`src/rtl/fp32_pkg.sv`:
```
`default_nettype none
// +----------------------------------------------------------------------+
// | fp32_pkg : binary32 field constants and operand unpack helper         |
// | Rev 1.0                                                              |
// +----------------------------------------------------------------------+
package fp32_pkg;

  localparam int          EXP_W   = 8;
  localparam int          FRAC_W  = 23;
  localparam int          BIAS    = 127;
  localparam logic [7:0]  EXP_MAX = 8'hFF;
  localparam logic [31:0] QNAN    = 32'h7FC00000;
  localparam logic [31:0] POS_INF = 32'h7F800000;
  localparam logic [31:0] NEG_INF = 32'hFF800000;

  // Significand plus guard/round/sticky, with one extra bit for the add carry
  localparam int SUM_W = FRAC_W + 1 + 3 + 1;
  localparam int LZC_W = 5;

  typedef struct packed {
    logic              sign;
    logic [EXP_W-1:0]  expo;
    logic [FRAC_W:0]   sig;
  } fp_unpacked_t;

  // Subnormals get effective exponent 1 and a zero hidden bit
  function automatic fp_unpacked_t fp_unpack(input logic [31:0] v);
    fp_unpacked_t u;
    u.sign = v[31];
    u.expo = (v[30:23] == 8'd0) ? 8'd1 : v[30:23];
    u.sig  = {(v[30:23] != 8'd0), v[22:0]};
    return u;
  endfunction

endpackage
`default_nettype wire

```
`src/rtl/fp_lzc.sv`:
```
`default_nettype none
// +----------------------------------------------------------------------+
// | fp_lzc : leading-zero counter for the normalization shifter           |
// | Rev 1.0                                                              |
// +----------------------------------------------------------------------+
module fp_lzc
  import fp32_pkg::*;
(
  input  logic [SUM_W-1:0] data_i,
  output logic [LZC_W-1:0] count_o
);

  // Ascending scan: the highest set bit is the last one to write the count
  always_comb begin
    count_o = LZC_W'(SUM_W);
    for (int i = 0; i < SUM_W; i++) begin
      if (data_i[i]) count_o = LZC_W'(SUM_W - 1 - i);
    end
  end

endmodule
`default_nettype wire

```
`src/rtl/fp32_adder.sv`:
```
`default_nettype none
// +----------------------------------------------------------------------+
// | fp32_adder : combinational binary32 adder (RNE, subnormals) with a    |
// |              registered overflow flag.  Rev 1.0                       |
// +----------------------------------------------------------------------+
module fp32_adder
  import fp32_pkg::*;
#(
  parameter int WIDTH = 32
) (
  input  logic             clk,
  input  logic             rst,
  input  logic [WIDTH-1:0] x,
  input  logic [WIDTH-1:0] y,
  output logic [WIDTH-1:0] result,
  output logic             overflow_flag
);

  fp_unpacked_t ux, uy, a, b;
  logic         x_nan, y_nan, x_inf, y_inf, x_zero, y_zero;
  logic         swap, eff_sub;
  logic [7:0]   exp_diff;
  logic [26:0]  b_ext, b_al, lost_mask;
  logic [SUM_W-1:0] sum;
  logic [LZC_W-1:0] lz;
  logic [7:0]   lz27, shift_max, shift;
  logic [26:0]  norm;
  logic [9:0]   exp_n, exp_f;
  logic         round_up, ovf_arith, ovf_now;
  logic [24:0]  mant_r;
  logic [22:0]  frac_f;
  logic [7:0]   exp_field;
  logic         overflow_d, overflow_q;

  assign x_nan  = (x[30:23] == EXP_MAX) && (x[22:0] != 23'd0);
  assign y_nan  = (y[30:23] == EXP_MAX) && (y[22:0] != 23'd0);
  assign x_inf  = (x[30:23] == EXP_MAX) && (x[22:0] == 23'd0);
  assign y_inf  = (y[30:23] == EXP_MAX) && (y[22:0] == 23'd0);
  assign x_zero = (x[30:0] == 31'd0);
  assign y_zero = (y[30:0] == 31'd0);

  assign ux   = fp_unpack(x);
  assign uy   = fp_unpack(y);
  assign swap = {uy.expo, uy.sig} > {ux.expo, ux.sig};
  assign a    = swap ? uy : ux;
  assign b    = swap ? ux : uy;

  assign exp_diff = a.expo - b.expo;
  assign b_ext    = {b.sig, 3'b000};
  assign eff_sub  = a.sign ^ b.sign;

  // Shifted-out bits of B collapse into the sticky position
  always_comb begin
    lost_mask = '0;
    if (exp_diff >= 8'd27) begin
      b_al = {26'd0, |b_ext};
    end else begin
      lost_mask = (27'd1 << exp_diff) - 27'd1;
      b_al      = (b_ext >> exp_diff) | {26'd0, |(b_ext & lost_mask)};
    end
  end

  assign sum = eff_sub ? ({1'b0, a.sig, 3'b000} - {1'b0, b_al})
                       : ({1'b0, a.sig, 3'b000} + {1'b0, b_al});

  fp_lzc u_lzc (
    .data_i  (sum),
    .count_o (lz)
  );

  assign lz27      = {3'd0, lz} - 8'd1;
  assign shift_max = a.expo - 8'd1;
  assign shift     = (lz27 > shift_max) ? shift_max : lz27;

  // Left shift is capped at exponent 1; a still-clear hidden bit means subnormal
  always_comb begin
    if (sum[SUM_W-1]) begin
      norm  = {sum[27:2], sum[1] | sum[0]};
      exp_n = {2'b00, a.expo} + 10'd1;
    end else begin
      norm  = sum[26:0] << shift;
      exp_n = {2'b00, a.expo - shift};
    end
  end

  assign round_up  = norm[2] & (norm[1] | norm[0] | norm[3]);
  assign mant_r    = {1'b0, norm[26:3]} + {24'd0, round_up};
  assign exp_f     = exp_n + {9'd0, mant_r[24]};
  assign ovf_arith = (exp_f >= 10'd255);
  assign frac_f    = mant_r[24] ? mant_r[23:1] : mant_r[22:0];
  assign exp_field = (mant_r[24] | mant_r[23]) ? exp_f[7:0] : 8'd0;

  always_comb begin
    if (x_nan || y_nan) begin
      result = QNAN;
    end else if (x_inf && y_inf && (x[31] != y[31])) begin
      result = QNAN;
    end else if (x_inf) begin
      result = x[31] ? NEG_INF : POS_INF;
    end else if (y_inf) begin
      result = y[31] ? NEG_INF : POS_INF;
    end else if (x_zero && y_zero) begin
      result = {x[31] & y[31], 31'd0};
    end else if (sum == '0) begin
      result = 32'd0;
    end else if (ovf_arith) begin
      result = a.sign ? NEG_INF : POS_INF;
    end else begin
      result = {a.sign, exp_field, frac_f};
    end
  end

  assign ovf_now    = !(x_nan || y_nan || x_inf || y_inf) && (sum != '0) && ovf_arith;
  assign overflow_d = ovf_now;

  always_ff @(posedge clk) begin
    if (rst) overflow_q <= 1'b0;
    else     overflow_q <= overflow_d;
  end

  assign overflow_flag = overflow_q;

endmodule
`default_nettype wire

```
`config.mk`:
```
export PLATFORM = sky130hd
export DESIGN_NAME = fp32_adder
export DESIGN_NICKNAME = d
export VERILOG_FILES = /design/src/rtl/fp32_pkg.sv /design/src/rtl/fp_lzc.sv /design/src/rtl/fp32_adder.sv
export SDC_FILE = /design/constraint.sdc
export NUM_CORES = 1
export LEC_CHECK = 0
export CAP_MARGIN = 20
export CORE_MARGIN = 2
export CORE_UTILIZATION = 60
export CTS_CLUSTER_SIZE = 8
export DETAILED_ROUTE_END_ITERATION = 10
export PLACE_DENSITY = 0.82
export SYNTH_ARGS = -nofsm -noshare
export SYNTH_HDL_FRONTEND = slang
export SYNTH_SLANG_ARGS = --single-unit
```
`constraint.sdc`:
```
create_clock -name clk -period 69.4 [get_ports clk]
set_input_delay 10.41 -clock clk [delete_from_list [all_inputs] [get_ports clk]]
set_output_delay 10.41 -clock clk [all_outputs]
set_load 0.05 [all_outputs]
```
==> results of run 1 <==
-- worst max-delay path: cells and delay by family --
family | cells | cell delay (ns)
compound gates | 40 | 10.50
xor+xnor | 1 | 0.13
fa+ha+maj | 8 | 2.37
buf+inv | 9 | 3.22
mux | 2 | 0.84
simple gates | 16 | 4.34
-- layout by cell type, fill, tap and decap left out, types with 14 or more instances in the layout --
cell type and n:
a211oi_1 29, a21o_1 31, a21oi_1 149, a31oi_1 28, and2_1 19, and3_1 19, buf_4 21, clkdlybuf4s50_1 98
ha_1 102, inv_1 124, mux2_2 18, mux2i_1 65, nand2_1 230, nand2b_1 24, nand3_1 81, nand4_1 34
nor2_1 209, nor2b_1 14, nor3_1 59, nor4_1 20, o211ai_1 39, o21ai_0 134, o21ai_1 16, o221ai_1 21
o22ai_1 19, o31ai_1 16, or2_2 20, xnor2_1 52
-- metal layers --
| metal | GRT usage, % | part of all wire [%] |
|---|---|---|
| met1 | 59.7 | 38 |
| met2 | 71.0 | 42 |
| met3 | 8.92 | 13 |
| met4 | 24.2 | 6.9 |
| met5 | 0 | 0 |
-- power by group through the flow --
| stage | Combinational, µW | Sequential (µW) | Clock, µW |
|---|---|---|---|
| floorplan | 403 | 0.694 | 0 |
| global placement | 548 | 0.615 | 0 |
| detailed placement | 552 | 0.615 | 0 |
| CTS | 554 | 0.615 | 0 |
| global route | 604 | 0.617 | 0 |
| finish | 574 | 0.615 | 0 |
-- metrics by stage --
step	cells	worst slack [ns]	cell area, µm²	util, %
3_3_place_gp	2284	28.60	13900	65.9
4_1_cts	2284	27.83	13900	65.9
3_5_place_dp	2284	27.89	13900	65.9
2_1_floorplan	2017	31.48	13000	-
6_report	2284	27.10	13900	65.9
5_1_grt	2284	25.84	13900	65.9
-- worst paths after layout --
check              from                       end  slack (ns)  depth (start not counted)
setup / recovery  y[27]                result[10]       27.10                         76
hold / removal      rst  overflow_flag$_SDFF_PP0_       11.00                          2
-- logic make-up (layout without fill, tap and decap cells) --
family | Yosys count | count (layout) | synth area share [%]
AO/OA/AOI/OAI | 685 | 685 | 37.2
XOR/XNOR | 66 | 66 | 4.49
adder cells (fa/ha/maj) | 105 | 105 | 10.2
buffers and inverters | 257 | 249 | 8.32
flip-flops | 1 | 1 | 0.154
multiplexers | 97 | 97 | 8.90
AND/OR/NAND/NOR | 806 | 806 | 30.7
-- cell type report --
class / instances / area, µm² / area share, %
repair buffers: 119 / 1140 / 8.17
well taps: 275 / 344 / 2.47
multi-input cells: 1759 / 12000 / 85.7
inverters: 130 / 488 / 3.50
flip-flops and latches: 1 / 20.0 / 0.144
==> impl_results.md, run 1 <==
- Slew @ Worst Pin: 1.09 ns
- Routed Antenna Nets: 0
- Die area: 22900 µm²
- Via Count: 16805
- Worst EP arrival: 31.89 ns
- CP Max Fanout: 82
- Crit path largest cell delay: 0.83 ns
- Max reg flops: 1
- Netlist Area Pre-Place: 13000 µm²
- Power Internal: 190 µW
- Final-layout fill cell count: 1971
- Status: completed
- Rel. slew slack: 26.8%
- Setup Fix Bufs, Post-CTS: 0
- Power Density: 41.2 nW/µm²
- Core Footprint: 21200 µm²
- Synth top cells by count: nand2_1, nor2_1, a21oi_1, o21ai_0, inv_1
- Final #Nets: 2182
- Tcrit/Tclk final: 61.0%
- Clock-pin slew on the worst setup and hold paths: 0 ns
- Max cap viols: 0
- Most used DFF post-synth: dfxtp_1
- Ys async rst share: 0%
- Routed WL per cell: 23.6 µm
- VDD IR-drop max: 35.8 µV
- Die width: 151 µm
- Share of the synthesized area in the top cell type: 9.89%
- Area grow syn2layout: 6.95%
- Layout cells sized above 1: 7.72%
- Grt total ovfl: 0
- Post-synth EDFFs: 0
- DP HPWL: 42.6 mm
- Post-route minimum period: 42.30 ns
- Tot Pwr: 575 µW
- DRT iter0 DRCs: 2509
- Crit path kind: input pin to output pin
- Drt total wl: 53.9 mm
- Synth area leader: ha_1
- Antenna cell count: 0
- Top-count cell post-synth: nand2_1
- Pin count of the biggest net entering global routing: 83
- #FFs+latches synth: 1
- Max Freq: 23.6 MHz
- Crit-path slowest cell: nor4_2
- First-pass GRT wire length: 83.7 mm
- RSZ-0062 raised after global routing: false
- First-pass DRT Iterations: 10
- Row count: 53
- PostCTS Resize Cnt: 0
- Fin. max-slew vios: 0
- Avg Inst Size Synth: 6.46 µm²
- Switching power: 385 µW
- Leakage: 0.00575 µW
- Vias in the first global route: 15325
- Io pins: 99
- Total negative slack: 0 ns
- Crit. End Element: output pin
- Share of power burned in registers: 0.1%
- Number of port buffers: 98
- Routed vias/inst: 7.36
- Ranking of synthesized cells by area: ha_1, nand2_1, nor2_1
- Hold Vio Cnt, Final: 0
- Worst hold margin: 11.00 ns
- Worst hold path type: input pin to register
- WP data required: 58.99 ns
- Hold Buf Count CTS: 0
- Crit path top cell by count: a21oi_1
- Syn nets: 2188
- Sw Share: 67.0%
- Post-synthesis cell count: 2017
- Post-synthesis sequential area ratio: 0.154%
- Synth warn: 0
- Die height: 151 µm
- Final setup vio count: 0
- Gate power share: 99.9%
- Clock power share: 0%
- # DRC: 0
- Startpoint class of the critical path: input pin
- Initial antenna violation count: 0
- GPL Wtd Cong: 1.05
- Gr usage total: 45.8%
- Initial core utilization: 61.6%
- Yosys cell types: 123
Note: power is estimated with default switching activity, not from simulation.
==> run 2: changes to the inputs <==
--- a/config.mk
+++ b/config.mk
@@ -7,10 +7,10 @@
 export LEC_CHECK = 0
 export CAP_MARGIN = 20
 export CORE_MARGIN = 2
-export CORE_UTILIZATION = 60
+export CORE_UTILIZATION = 57
 export CTS_CLUSTER_SIZE = 8
 export DETAILED_ROUTE_END_ITERATION = 10
-export PLACE_DENSITY = 0.82
+export PLACE_DENSITY = 0.81
 export SYNTH_ARGS = -nofsm -noshare
 export SYNTH_HDL_FRONTEND = slang
 export SYNTH_SLANG_ARGS = --single-unit
==> constraint.sdc (replaced) <==
create_clock -name clk -period 38.4 [get_ports clk]
set_input_delay 5.76 -clock clk [delete_from_list [all_inputs] [get_ports clk]]
set_output_delay 5.76 -clock clk [all_outputs]
set_load 0.05 [all_outputs]
==> run 2 against run 1 <==
Cell area rose by 0.25%; critical path depth shrank 5; via count rose by 1.7%; final cell count grew 0.57%; largest cell class unchanged; highest routed layer unchanged.
==> impl_results.md, run 2 (synthesis results as in run 1) <==
- Status: completed
- Most common cell after layout, fill and taps aside: nand2_1
- Area grow syn2layout: 7.22%
- Routed vias/inst: 7.44
- Initial core utilization: 57.7%
- Final-layout fill cell count: 2227
- First-pass GRT wire length: 89.7 mm
- Startpoint class of the critical path: input pin
- Number of port buffers: 98
- Routed Antenna Nets: 0
- Layout cells sized above 1: 7.85%
- Crit. End Element: output pin
- Slew @ Worst Pin: 1.19 ns
- Core Footprint: 22600 µm²
- Placed Instance Area: 14000 µm²
- Io pins: 99
- DP HPWL: 47.4 mm
- Max reg flops: 1
- Final #Nets: 2185
- Gr usage total: 47.0%
- Leakage: 0.00577 µW
- Hold Buf Count CTS: 0
- Pin count of the biggest net entering global routing: 82
- Drt total wl: 59.2 mm
- Final setup vio count: 0
- Antenna cell count: 0
- Hold_sp: rst
- VDD IR-drop max: 97.4 µV
- GPL Wtd Cong: 1.09
- Die width: 155 µm
- Rel. slew slack: 20.8%
- Worst EP arrival: 27.27 ns
- Crit path kind: input pin to output pin
- Tcrit/Tclk final: 86.0%
- Design Area, Final: 14000 µm²
- Setup ws final: 5.37 ns
- Power Density: 76.1 nW/µm²
- Worst Path Buf+Inv: 9
- Initial antenna violation count: 0
- Total negative slack: 0 ns
- Max Freq: 30.3 MHz
- # DRC: 0
- Pre-CTS setup slack: 5.70 ns
- Max cap viols: 0
- Routed WL per cell: 25.8 µm
- Grt total ovfl: 0
- Vias in the first global route: 15481
- Hold Vio Cnt, Final: 0
- Setup Fix Bufs, Post-CTS: 0
- Post-route minimum period: 33.03 ns
- CP Max Fanout: 68
- Crit path largest cell delay: 0.90 ns
- Most frequent cells in the layout: nand2_1, nor2_1, a21oi_1, o21ai_0, inv_1
- Hold endpoint: overflow_flag$_SDFF_PP0_
- Die area: 24100 µm²
- Hold Path Stages: 2
- Crit-path slowest cell: a31oi_4
- PostCTS Resize Cnt: 0
- Worst hold margin: 6.39 ns
- Row count: 55
- Top Family by Delay on Critical Path: compound AO/OA/AOI/OAI gates
- Clock-pin slew on the worst setup and hold paths: 0 ns
- First-pass DRT Iterations: 7
- DRT iter0 DRCs: 2938
- Die height: 155 µm
- Via Count: 17086
- WP data required: 32.64 ns
- Worst hold path type: input pin to register
- Tot Pwr: 1060 µW
- Fin. max-slew vios: 0
- RSZ-0062 raised after global routing: false
run 2: per-stage QoR:
step / instances / utilization [%]
6_report: 2297 / 61.9
5_1_grt: 2297 / 61.9
4_1_cts: 2295 / 61.9
3_5_place_dp: 2295 / 61.9
3_3_place_gp: 2295 / 61.9
2_1_floorplan: 2017 / -
run 2: worst max path at each step:
stage	start	endpoint	slack, ns	cells after the start
finish	x[26]	result[4]	5.37	71
CTS	x[26]	result[4]	5.63	77
detailed placement	x[26]	result[4]	5.70	77
global route	y[28]	result[6]	4.01	71
global placement	x[26]	result[8]	6.64	77
floorplan	x[26]	result[20]	9.78	83
run 2: power breakdown:
part           internal, µW  leakage [µW]  switching, µW
combinational           343       0.00576            719
sequential             1.10    0.00000805         0.0115
clock                     0             0              0
run 2: per-layer routing:
layer	global-route usage [%]	vias to the layer above	part of all wire [%]
li1	-	7542	-
met3	12.1	264	14
met1	61.0	7882	38
met5	0	-	0
met2	70.8	1398	41
met4	26.5	0	7.0
run 2: final cells by class:
type | instances | area, µm² | area share, %
inverter | 130 | 488 | 3.49
multi-input combinational | 1759 | 12000 | 85.5
timing repair buffer | 122 | 1160 | 8.31
sequential | 1 | 20.0 | 0.143
tap | 285 | 357 | 2.55
